--- config.mk ---
export PLATFORM = sky130hd
export DESIGN_NAME = axi_lite_master
export DESIGN_NICKNAME = d
export VERILOG_FILES = /design/src/rtl/axil_pkg.sv /design/src/rtl/axil_wdog.sv /design/src/rtl/axi_lite_master.sv
export SDC_FILE = /design/constraint.sdc
export NUM_CORES = 1
export LEC_CHECK = 0
export CORE_MARGIN = 8
export CORE_UTILIZATION = 42
export CTS_BUF_LIST = sky130_fd_sc_hd__clkbuf_4
export DETAILED_ROUTE_END_ITERATION = 7
export GPL_TIMING_DRIVEN = 0
export PLACE_DENSITY = 0.88
export SYNTH_ARGS = -nofsm -noshare
export SYNTH_HDL_FRONTEND = slang
export SYNTH_HIERARCHICAL = 1
export SYNTH_SLANG_ARGS = --single-unit
--- constraint.sdc ---
create_clock -name clk -period 3.1 [get_ports clk]
set_input_delay 0.775 -clock clk [delete_from_list [all_inputs] [get_ports clk]]
set_output_delay 0.775 -clock clk [all_outputs]
set_load 0.05 [all_outputs]
--- src/rtl/axil_pkg.sv ---
// ============================================================================
// axil_pkg - shared AXI4-Lite widths, master FSM state type, counter sizing
// Rev 1.0
// ============================================================================
`default_nettype none

package axil_pkg;

  localparam int AXIL_ADDR_W = 32;
  localparam int AXIL_DATA_W = 32;
  localparam int AXIL_STRB_W = 4;

  typedef enum logic [2:0] {
    IDLE  = 3'd0,
    RD_A  = 3'd1,
    RD_R  = 3'd2,
    WR_AW = 3'd3,
    WR_B  = 3'd4
  } axim_state_e;

  // Bits needed to count 0 .. cycles-1.
  function automatic int axil_cnt_w(input int cycles);
    return (cycles > 2) ? $clog2(cycles) : 1;
  endfunction

endpackage

`default_nettype wire

--- src/rtl/axil_wdog.sv ---
// ============================================================================
// axil_wdog - clearable cycle counter; flags the cycle whose increment reaches LIMIT
// Rev 1.0
// ============================================================================
`default_nettype none

module axil_wdog #(
  parameter int CNT_W = 8,
  parameter int LIMIT = 255
) (
  input  logic clk,
  input  logic rst,
  input  logic clear,
  input  logic run,
  output logic expired
);

  logic [CNT_W-1:0] cnt_q;
  logic [CNT_W-1:0] cnt_d;

  always_comb begin
    cnt_d = cnt_q;
    if (clear) begin
      cnt_d = '0;
    end else if (run) begin
      cnt_d = cnt_q + CNT_W'(1);
    end
  end

  // Fires one cycle early so the owner's registered response lands on LIMIT+1.
  assign expired = run && !clear && ((32'(cnt_q) + 32'd1) == 32'(LIMIT));

  always_ff @(posedge clk) begin
    if (rst) begin
      cnt_q <= '0;
    end else begin
      cnt_q <= cnt_d;
    end
  end

endmodule

`default_nettype wire

--- src/rtl/axi_lite_master.sv ---
// ============================================================================
// axi_lite_master - single-outstanding core load/store to AXI4-Lite bridge
// Optional watchdog abort when AXIM_TIMEOUT_EN is defined.  Rev 1.0
// ============================================================================
`default_nettype none

module axi_lite_master
  import axil_pkg::*;
#(
  parameter int TIMEOUT_CYCLES = 256
) (
  input  logic                   clk,
  input  logic                   rst,
  input  logic                   req_valid,
  output logic                   req_ready,
  input  logic                   req_we,
  input  logic [AXIL_ADDR_W-1:0] req_addr,
  input  logic [AXIL_DATA_W-1:0] req_wdata,
  input  logic [AXIL_STRB_W-1:0] req_wstrb,
  output logic                   rsp_valid,
  output logic [AXIL_DATA_W-1:0] rsp_rdata,
  output logic                   rsp_err,
  output logic [AXIL_ADDR_W-1:0] araddr,
  output logic                   arvalid,
  input  logic                   arready,
  input  logic [AXIL_DATA_W-1:0] rdata,
  input  logic                   rvalid,
  output logic                   rready,
  output logic [AXIL_ADDR_W-1:0] awaddr,
  output logic                   awvalid,
  input  logic                   awready,
  output logic [AXIL_DATA_W-1:0] wdata,
  output logic [AXIL_STRB_W-1:0] wstrb,
  output logic                   wvalid,
  input  logic                   wready,
  input  logic                   bvalid,
  output logic                   bready
);

  axim_state_e            state_q,     state_d;
  logic [AXIL_ADDR_W-1:0] addr_q,      addr_d;
  logic [AXIL_DATA_W-1:0] wdata_q,     wdata_d;
  logic [AXIL_STRB_W-1:0] wstrb_q,     wstrb_d;
  logic                   arvalid_q,   arvalid_d;
  logic                   aw_pend_q,   aw_pend_d;
  logic                   w_pend_q,    w_pend_d;
  logic                   rsp_valid_q, rsp_valid_d;
  logic                   rsp_err_q,   rsp_err_d;
  logic [AXIL_DATA_W-1:0] rsp_rdata_q, rsp_rdata_d;

  logic accept;
  logic done;
  logic wd_expired;
  logic abort;

  assign req_ready = (state_q == IDLE) && !rst;
  assign accept    = req_valid && req_ready;
  assign done      = ((state_q == RD_R) && rvalid) || ((state_q == WR_B) && bvalid);
  assign abort     = wd_expired && !done;

`ifdef AXIM_TIMEOUT_EN
  axil_wdog #(
    .CNT_W (axil_cnt_w(TIMEOUT_CYCLES)),
    .LIMIT (TIMEOUT_CYCLES - 1)
  ) u_wdog (
    .clk     (clk),
    .rst     (rst),
    .clear   (accept),
    .run     (state_q != IDLE),
    .expired (wd_expired)
  );
`else
  // No watchdog: the abort path can never fire.
  assign wd_expired = (TIMEOUT_CYCLES < 0);
`endif

  always_comb begin
    state_d     = state_q;
    addr_d      = addr_q;
    wdata_d     = wdata_q;
    wstrb_d     = wstrb_q;
    arvalid_d   = arvalid_q;
    aw_pend_d   = aw_pend_q;
    w_pend_d    = w_pend_q;
    rsp_valid_d = 1'b0;
    rsp_err_d   = 1'b0;
    rsp_rdata_d = rsp_rdata_q;

    unique case (state_q)
      IDLE: begin
        if (accept) begin
          addr_d  = req_addr;
          wdata_d = req_wdata;
          wstrb_d = req_wstrb;
          if (req_we) begin
            state_d   = WR_AW;
            aw_pend_d = 1'b1;
            w_pend_d  = 1'b1;
          end else begin
            state_d   = RD_A;
            arvalid_d = 1'b1;
          end
        end
      end
      RD_A: begin
        if (arready) begin
          arvalid_d = 1'b0;
          state_d   = RD_R;
        end
      end
      RD_R: begin
        if (rvalid) begin
          rsp_valid_d = 1'b1;
          rsp_rdata_d = rdata;
          state_d     = IDLE;
        end
      end
      WR_AW: begin
        // AW and W retire independently; B is awaited only once both have.
        aw_pend_d = aw_pend_q && !awready;
        w_pend_d  = w_pend_q && !wready;
        if (!aw_pend_d && !w_pend_d) begin
          state_d = WR_B;
        end
      end
      WR_B: begin
        if (bvalid) begin
          rsp_valid_d = 1'b1;
          rsp_rdata_d = '0;
          state_d     = IDLE;
        end
      end
      default: begin
        state_d = IDLE;
      end
    endcase

    if (abort) begin
      state_d     = IDLE;
      arvalid_d   = 1'b0;
      aw_pend_d   = 1'b0;
      w_pend_d    = 1'b0;
      rsp_valid_d = 1'b1;
      rsp_err_d   = 1'b1;
      rsp_rdata_d = '0;
    end
  end

  always_ff @(posedge clk) begin
    if (rst) begin
      state_q     <= IDLE;
      addr_q      <= '0;
      wdata_q     <= '0;
      wstrb_q     <= '0;
      arvalid_q   <= 1'b0;
      aw_pend_q   <= 1'b0;
      w_pend_q    <= 1'b0;
      rsp_valid_q <= 1'b0;
      rsp_err_q   <= 1'b0;
      rsp_rdata_q <= '0;
    end else begin
      state_q     <= state_d;
      addr_q      <= addr_d;
      wdata_q     <= wdata_d;
      wstrb_q     <= wstrb_d;
      arvalid_q   <= arvalid_d;
      aw_pend_q   <= aw_pend_d;
      w_pend_q    <= w_pend_d;
      rsp_valid_q <= rsp_valid_d;
      rsp_err_q   <= rsp_err_d;
      rsp_rdata_q <= rsp_rdata_d;
    end
  end

  assign araddr    = {addr_q[AXIL_ADDR_W-1:2], 2'b00};
  assign arvalid   = arvalid_q;
  assign rready    = (state_q == RD_R);
  assign awaddr    = addr_q;
  assign awvalid   = aw_pend_q;
  assign wdata     = wdata_q;
  assign wstrb     = wstrb_q;
  assign wvalid    = w_pend_q;
  assign bready    = (state_q == WR_B);
  assign rsp_valid = rsp_valid_q;
  assign rsp_err   = rsp_err_q;
  assign rsp_rdata = rsp_rdata_q;

endmodule

`default_nettype wire

==> results.json, run 1 <==
{
  "status": "complete, no violations",
  "yosysTopAreaCell": "dfxtp_1",
  "first_global_vias": 4403,
  "async_reset_ff_frac": 0,
  "drv_cap": 0,
  "hpwl_um": 11700,
  "synth_area_leaders": "dfxtp_1, nand2_1, nand3_1",
  "synth_seq_area_share": 0.496,
  "dr_total_vias": 4276,
  "dpl_cell_area_um2": 6950,
  "rows": 37,
  "fin_worst_skew_ns": 0.0106,
  "worstHoldStart": "wdata[29]$_SDFFE_PP0P_",
  "syn2layout_area_growth_pct": 64.0,
  "min_period_ns": 2.96,
  "numCtsBuffers": 9,
  "dr.pass1.iters": 4,
  "stdcell_area_um2": 7080,
  "ys_types": 29,
  "floorplan.core_area_um2": 10100,
  "whs_ns": 0.464,
  "crit_type": "reg2out",
  "cp-start-kind": "flop",
  "r2r_cells": 5,
  "synth_edf_count": 0,
  "leakage_uw": 0.00300,
  "cts.repair.resized": 2,
  "diodes": 0,
  "postCtsSetupBuffers": 0,
  "slew_headroom": 0.629,
  "clockBufferDepth": 2,
  "clk_pin_slew_ns": 0.15,
  "worstReg2RegStart": "state_q[2]$_SDFFE_PP0P_",
  "hold_class": "reg2reg",
  "cts_tree": "yes",
  "die_area_um2": 13800,
  "drv_slew": 0,
  "setup-tns-final_ns": 0,
  "htreeDepth": 3,
  "port_buffers": 245,
  "wl_per_cell_um": 15.9,
  "drtAntennaViolNets": 0,
  "power.density_nw_per_um2": 816,
  "multi_input_area_um2": 1770,
  "final-seq-area_um2": 2140,
  "nets": 884,
  "r2r_end": "rsp_rdata[14]$_SDFFE_PP0P_",
  "antenna_found_initial": 0,
  "fmax_mhz": 337,
  "syn-cell-area_um2": 4320,
  "synth_top_area_share": 0.496,
  "initial_core_util": 0.426,
  "routabilityCongestion": 0.811,
  "gr-total-overflow": 0,
  "instances_no_fill": 915,
  "routed_wl_um": 14600,
  "finalCritPeriodShare": 0.956,
  "min_to": "wdata[29]$_SDFFE_PP0P_",
  "die_y_um": 117,
  "critPathCaptureType": "primary output",
  "worst_pin_slew_ns": 0.554,
  "peakVddDrop_v": 0.000455,
  "drcViolationCount": 0,
  "cts_hold_buf": 0,
  "cts_root_buf": "clkbuf_4",
  "syn_area_per_cell_um2": 8.35,
  "grt_max_degree": 17,
  "min_path_cells": 2,
  "synth-seq-cells": 107,
  "die_w_um": 117,
  "insertion_delay_ns": 0.44,
  "worst_ep_arrival_time_ns": 2.19,
  "syn-instance-count": 517,
  "yosys_warnings": 6,
  "dp_cells": 900,
  "first_iter_violations": 225,
  "cp.required_ns": 2.32,
  "grt_pass1_wl_um": 23000,
  "drive_gt1_frac": 0.0873,
  "grtUsageTotal": 0.202,
  "finalSetupViolCount": 0,
  "nFillCells": 754,
  "worstPathMaxFanout": 10,
  "io_pins": 249,
  "ff2ff_setup_slack_ns": 1.33,
  "clkSinkCount": 107,
  "via_per_inst": 4.67,
  "hold_viol": 0,
  "ys.flop_type": "dfxtp_1"
}
## flip-flops by register name, summed over array words and instances, names as in the netlist
signal,cells
state_q,3
awvalid,1
rsp_rdata,32
wstrb,4
wdata,32
awaddr,32
arvalid,1
wvalid,1
rsp_valid,1
## cells in the final DEF, fill, tap and decap left out, drive strengths merged
| master | n |
|---|---|
| a21oi | 6 |
| bufinv | 1 |
| clkbuf | 22 |
| o32ai | 1 |
| nor4 | 1 |
| conb | 3 |
| clkdlybuf4s50 | 243 |
| nor3b | 3 |
| dlygate4sd2 | 2 |
| nand2b | 5 |
| buf | 55 |
| nand2 | 141 |
| or4 | 1 |
| dfxtp | 107 |
| nor2b | 32 |
| nand3 | 68 |
| nor2 | 35 |
| o21ai | 3 |
| a211o | 1 |
| and2 | 2 |
| o21a | 1 |
| a31oi | 1 |
| inv | 3 |
| mux2i | 33 |
| clkinvlp | 2 |
| clkinv | 2 |
| nor3 | 1 |
| o211ai | 1 |
| nand3b | 3 |
## stage by stage
stage | utilization | worst slack (ns) | power (uW)
final | 0.698 | 0.136 | 5770
after global routing | 0.698 | -0.0158 | 6050
after CTS | 0.698 | 0.0444 | 5820
after detailed placement | 0.685 | -0.0687 | 5140
after global placement | 0.685 | -0.0606 | 5070
after floorplan | - | 0.585 | 4020
## power by group
group / switching [uW] / internal, uW / leakage [uW]
combinational: 2070 / 1150 / 0.00205
clock: 438 / 249 / 0.0000683
sequential: 190 / 1670 / 0.000875
## cell type report
| cell class | count | area share |
|---|---|---|
| timing repair buffer | 245 | 0.346 |
| sequential | 107 | 0.303 |
| multi-input combinational | 342 | 0.250 |
| buffer | 67 | 0.0578 |
| tap | 136 | 0.0240 |
| clock buffer | 10 | 0.0106 |
| clock inverter | 5 | 0.00778 |
| inverter | 3 | 0.00159 |
## critical path, stage by stage (launching register included)
cell	delay [ns]
dfxtp_1	0.52
nor3b_4	0.40
buf_2	0.28
dlygate4sd2_1	0.56
## cells in the mapped netlist (2+ instances only)
cell type / count
nand3b_1: 3
nand2b_1: 5
a21oi_1: 5
dfxtp_1: 107
o21ai_0: 3
buf_2: 9
inv_1: 2
nor2_1: 35
buf_1: 7
and2_1: 2
buf_4: 39
nor2b_1: 32
nand3_1: 68
clkbuf_1: 12
nand2_1: 141
nor3b_2: 2
mux2i_1: 33
## routing by layer
| layer | vias to the layer above | global-route usage | routed length (um) |
|---|---|---|---|
| li1 | 2136 | - | - |
| met1 | 1943 | 0.207 | 5660 |
| met2 | 172 | 0.371 | 7410 |
| met3 | 25 | 0.0681 | 1140 |
| met4 | 0 | 0.0787 | 355 |
| met5 | - | 0 | 0 |
## cell families after synthesis
logic type             share of synthesized area
muxes                                     0.0765
AOI/OAI and AO/OA                         0.0220
other                                   0.000869
buffers and inverters                     0.0974
DFF                                        0.496
and+or+nand+nor                            0.307
## worst max-delay path by stage
stage | slack [ns] | depth (start not counted) | endpoint | start
6_report | 0.14 | 3 | bready | state_q[2]$_SDFFE_PP0P_
2_1_floorplan | 0.58 | 5 | awaddr[10]$_SDFFE_PP0P_ | rst
5_1_grt | -0.02 | 3 | bready | state_q[2]$_SDFFE_PP0P_
3_5_place_dp | -0.07 | 3 | req_ready | rst
4_1_cts | 0.04 | 3 | bready | state_q[2]$_SDFFE_PP0P_
3_3_place_gp | -0.06 | 3 | req_ready | rst
No activity file was read; power rests on OpenSTA's default activity.
==> inputs of run 2 (changes only) <==
Settings changed: CORE_UTILIZATION 42 to 35, PLACE_DENSITY 0.88 to 0.78.
Clock period 3.1 ns to 2.5 ns, I/O delays scaled along.
==> run 2 against run 1 <==
  * Combinational power is 25% higher
  * Sequential power is 25% higher
  * Global-route usage is 2.2 points lower
  * Critical path depth is 1 lower
  * Clock skew is 0.0022 ns higher
  * Utilization is 11 points lower
  * Via count is 1.3% higher
==> results.json, run 2 (synthesis gave the netlist of run 1 again) <==
{
  "worstPathMaxFanout": 3,
  "cts_hold_buf": 0,
  "nets": 886,
  "cts_root_buf": "clkbuf_4",
  "setup-tns-final_ns": 0,
  "final_common_cell": "clkdlybuf4s50_1",
  "routabilityCongestion": 0.803,
  "first_global_vias": 4379,
  "syn2layout_area_growth_pct": 65.0,
  "dr.pass1.iters": 4,
  "rsz0062_at_grt": "no",
  "numCtsBuffers": 9,
  "mostFrequentLayoutCells": "clkdlybuf4s50_1, nand2_1, dfxtp_1",
  "die_w_um": 127,
  "whs_ns": 0.467,
  "via_per_inst": 4.66,
  "slew_headroom": 0.625,
  "dr_total_vias": 4332,
  "power.density_nw_per_um2": 1010,
  "crit_buf_inv": 2,
  "cp.required_ns": 1.88,
  "drv_cap": 0,
  "cts_tree": "yes",
  "leakage_uw": 0.00302,
  "wl_per_cell_um": 16.2,
  "clkSinkCount": 107,
  "setup_slack_ns": 0.0980,
  "floorplan.core_area_um2": 12000,
  "htreeDepth": 3,
  "peakVddDrop_v": 0.000591,
  "r2r_cells": 6,
  "min_path_cells": 2,
  "cp_slowest_stage_delay_ns": 0.79,
  "die_y_um": 127,
  "finalCritPeriodShare": 0.961,
  "rows": 40,
  "io_pins": 249,
  "grt_pass1_wl_um": 23500,
  "drv_slew": 0,
  "clockBufferDepth": 2,
  "gr-total-overflow": 0,
  "hold_class": "reg2reg",
  "initial_core_util": 0.359,
  "grt_max_degree": 17,
  "insertion_delay_ns": 0.44,
  "fmax_mhz": 416,
  "cp_slowest_cell": "clkdlybuf4s50_1",
  "crit_cells": 2,
  "critPathCaptureType": "primary output",
  "hold_viol": 0,
  "hpwl_um": 12100,
  "dp_slack_ns": -0.374,
  "first_iter_violations": 182,
  "drtAntennaViolNets": 0,
  "drive_gt1_frac": 0.0908,
  "worst_pin_slew_ns": 0.561,
  "min_period_ns": 2.40,
  "crit_type": "reg2out",
  "grtUsageTotal": 0.181,
  "cp_top_family": "buffers and inverters",
  "path_cells": "buf_4 -> clkdlybuf4s50_1",
  "die_area_um2": 16100,
  "fin_worst_skew_ns": 0.0128,
  "port_buffers": 245,
  "routed_wl_um": 15000,
  "clk_pin_slew_ns": 0.15,
  "cp-start-kind": "flop",
  "drcViolationCount": 0,
  "finalSetupViolCount": 0,
  "status": "complete, no violations",
  "worst_ep_arrival_time_ns": 1.78,
  "antenna_found_initial": 1
}
-- run 2: cell count changes in the layout (fill, tap and decap cells not counted), sizes merged --
cell           delta
clkdlybuf4s15     +2
diode             +1
dlymetal6s2s      +1
clkbuf            +1
clkdlybuf4s50     -2
clkinvlp          -1
buf               +3
dlygate4sd2       -2
clkinv            +1
-- run 2: final timing paths --
path                      startpoint                          to  slack, ns
max          awaddr[24]$_SDFFE_PP0P_                  awaddr[24]        0.1
min           wdata[13]$_SDFFE_PP0P_      wdata[13]$_SDFFE_PP0P_       0.47
max reg2reg  state_q[2]$_SDFFE_PP0P_  rsp_rdata[20]$_SDFFE_PP0P_       0.73
min reg2reg   wdata[13]$_SDFFE_PP0P_      wdata[13]$_SDFFE_PP0P_       0.47
-- run 2: power by group --
group          switching (uW)  internal [uW]
combinational            2600           1440
sequential                244           2070
clock                     537            324
-- run 2: tightest hold or removal path: cells and delay by family, from the launching register on --
| family | cells | cell delay (ns) |
|---|---|---|
| DFF | 1 | 0.34 |
| and+or+nand+nor | 2 | 0.10 |
-- run 2: what timing repair did --
| action | 4_1_cts | 5_1_grt |
|---|---|---|
| gates resized for setup | 13 | 2 |
| setup buffers | 0 | 2 |
| setup endpoints to repair | 3 | 3 |
-- run 2: layer usage --
layer	vias to the layer above	part of all wire	track usage
li1	2139	-	-
met1	2021	0.39	0.194
met2	151	0.52	0.327
met3	21	0.073	0.0566
met4	0	0.022	0.0651
met5	-	0	0
-- run 2: area by class of cell --
type | count | area (um2)
diodes | 1 | 2.50
repair buffers | 247 | 2470
multi-input cells | 342 | 1770
clock buffers | 11 | 82.6
flip-flops and latches | 107 | 2140
clock inverters | 5 | 53.8
fillers | 1093 | 4890
well taps | 147 | 184
inverters | 3 | 11.3
plain buffers | 67 | 412
-- run 2: through the flow --
step / cell area [um2] / power, uW / utilization / instances
after floorplan: 4320 / 4990 / - / 519
after global placement: 6960 / 6320 / 0.579 / 911
after detailed placement: 6960 / 6400 / 0.579 / 911
after CTS: 7100 / 7270 / 0.591 / 927
after global routing: 7120 / 7570 / 0.593 / 930
final: 7120 / 7220 / 0.593 / 930
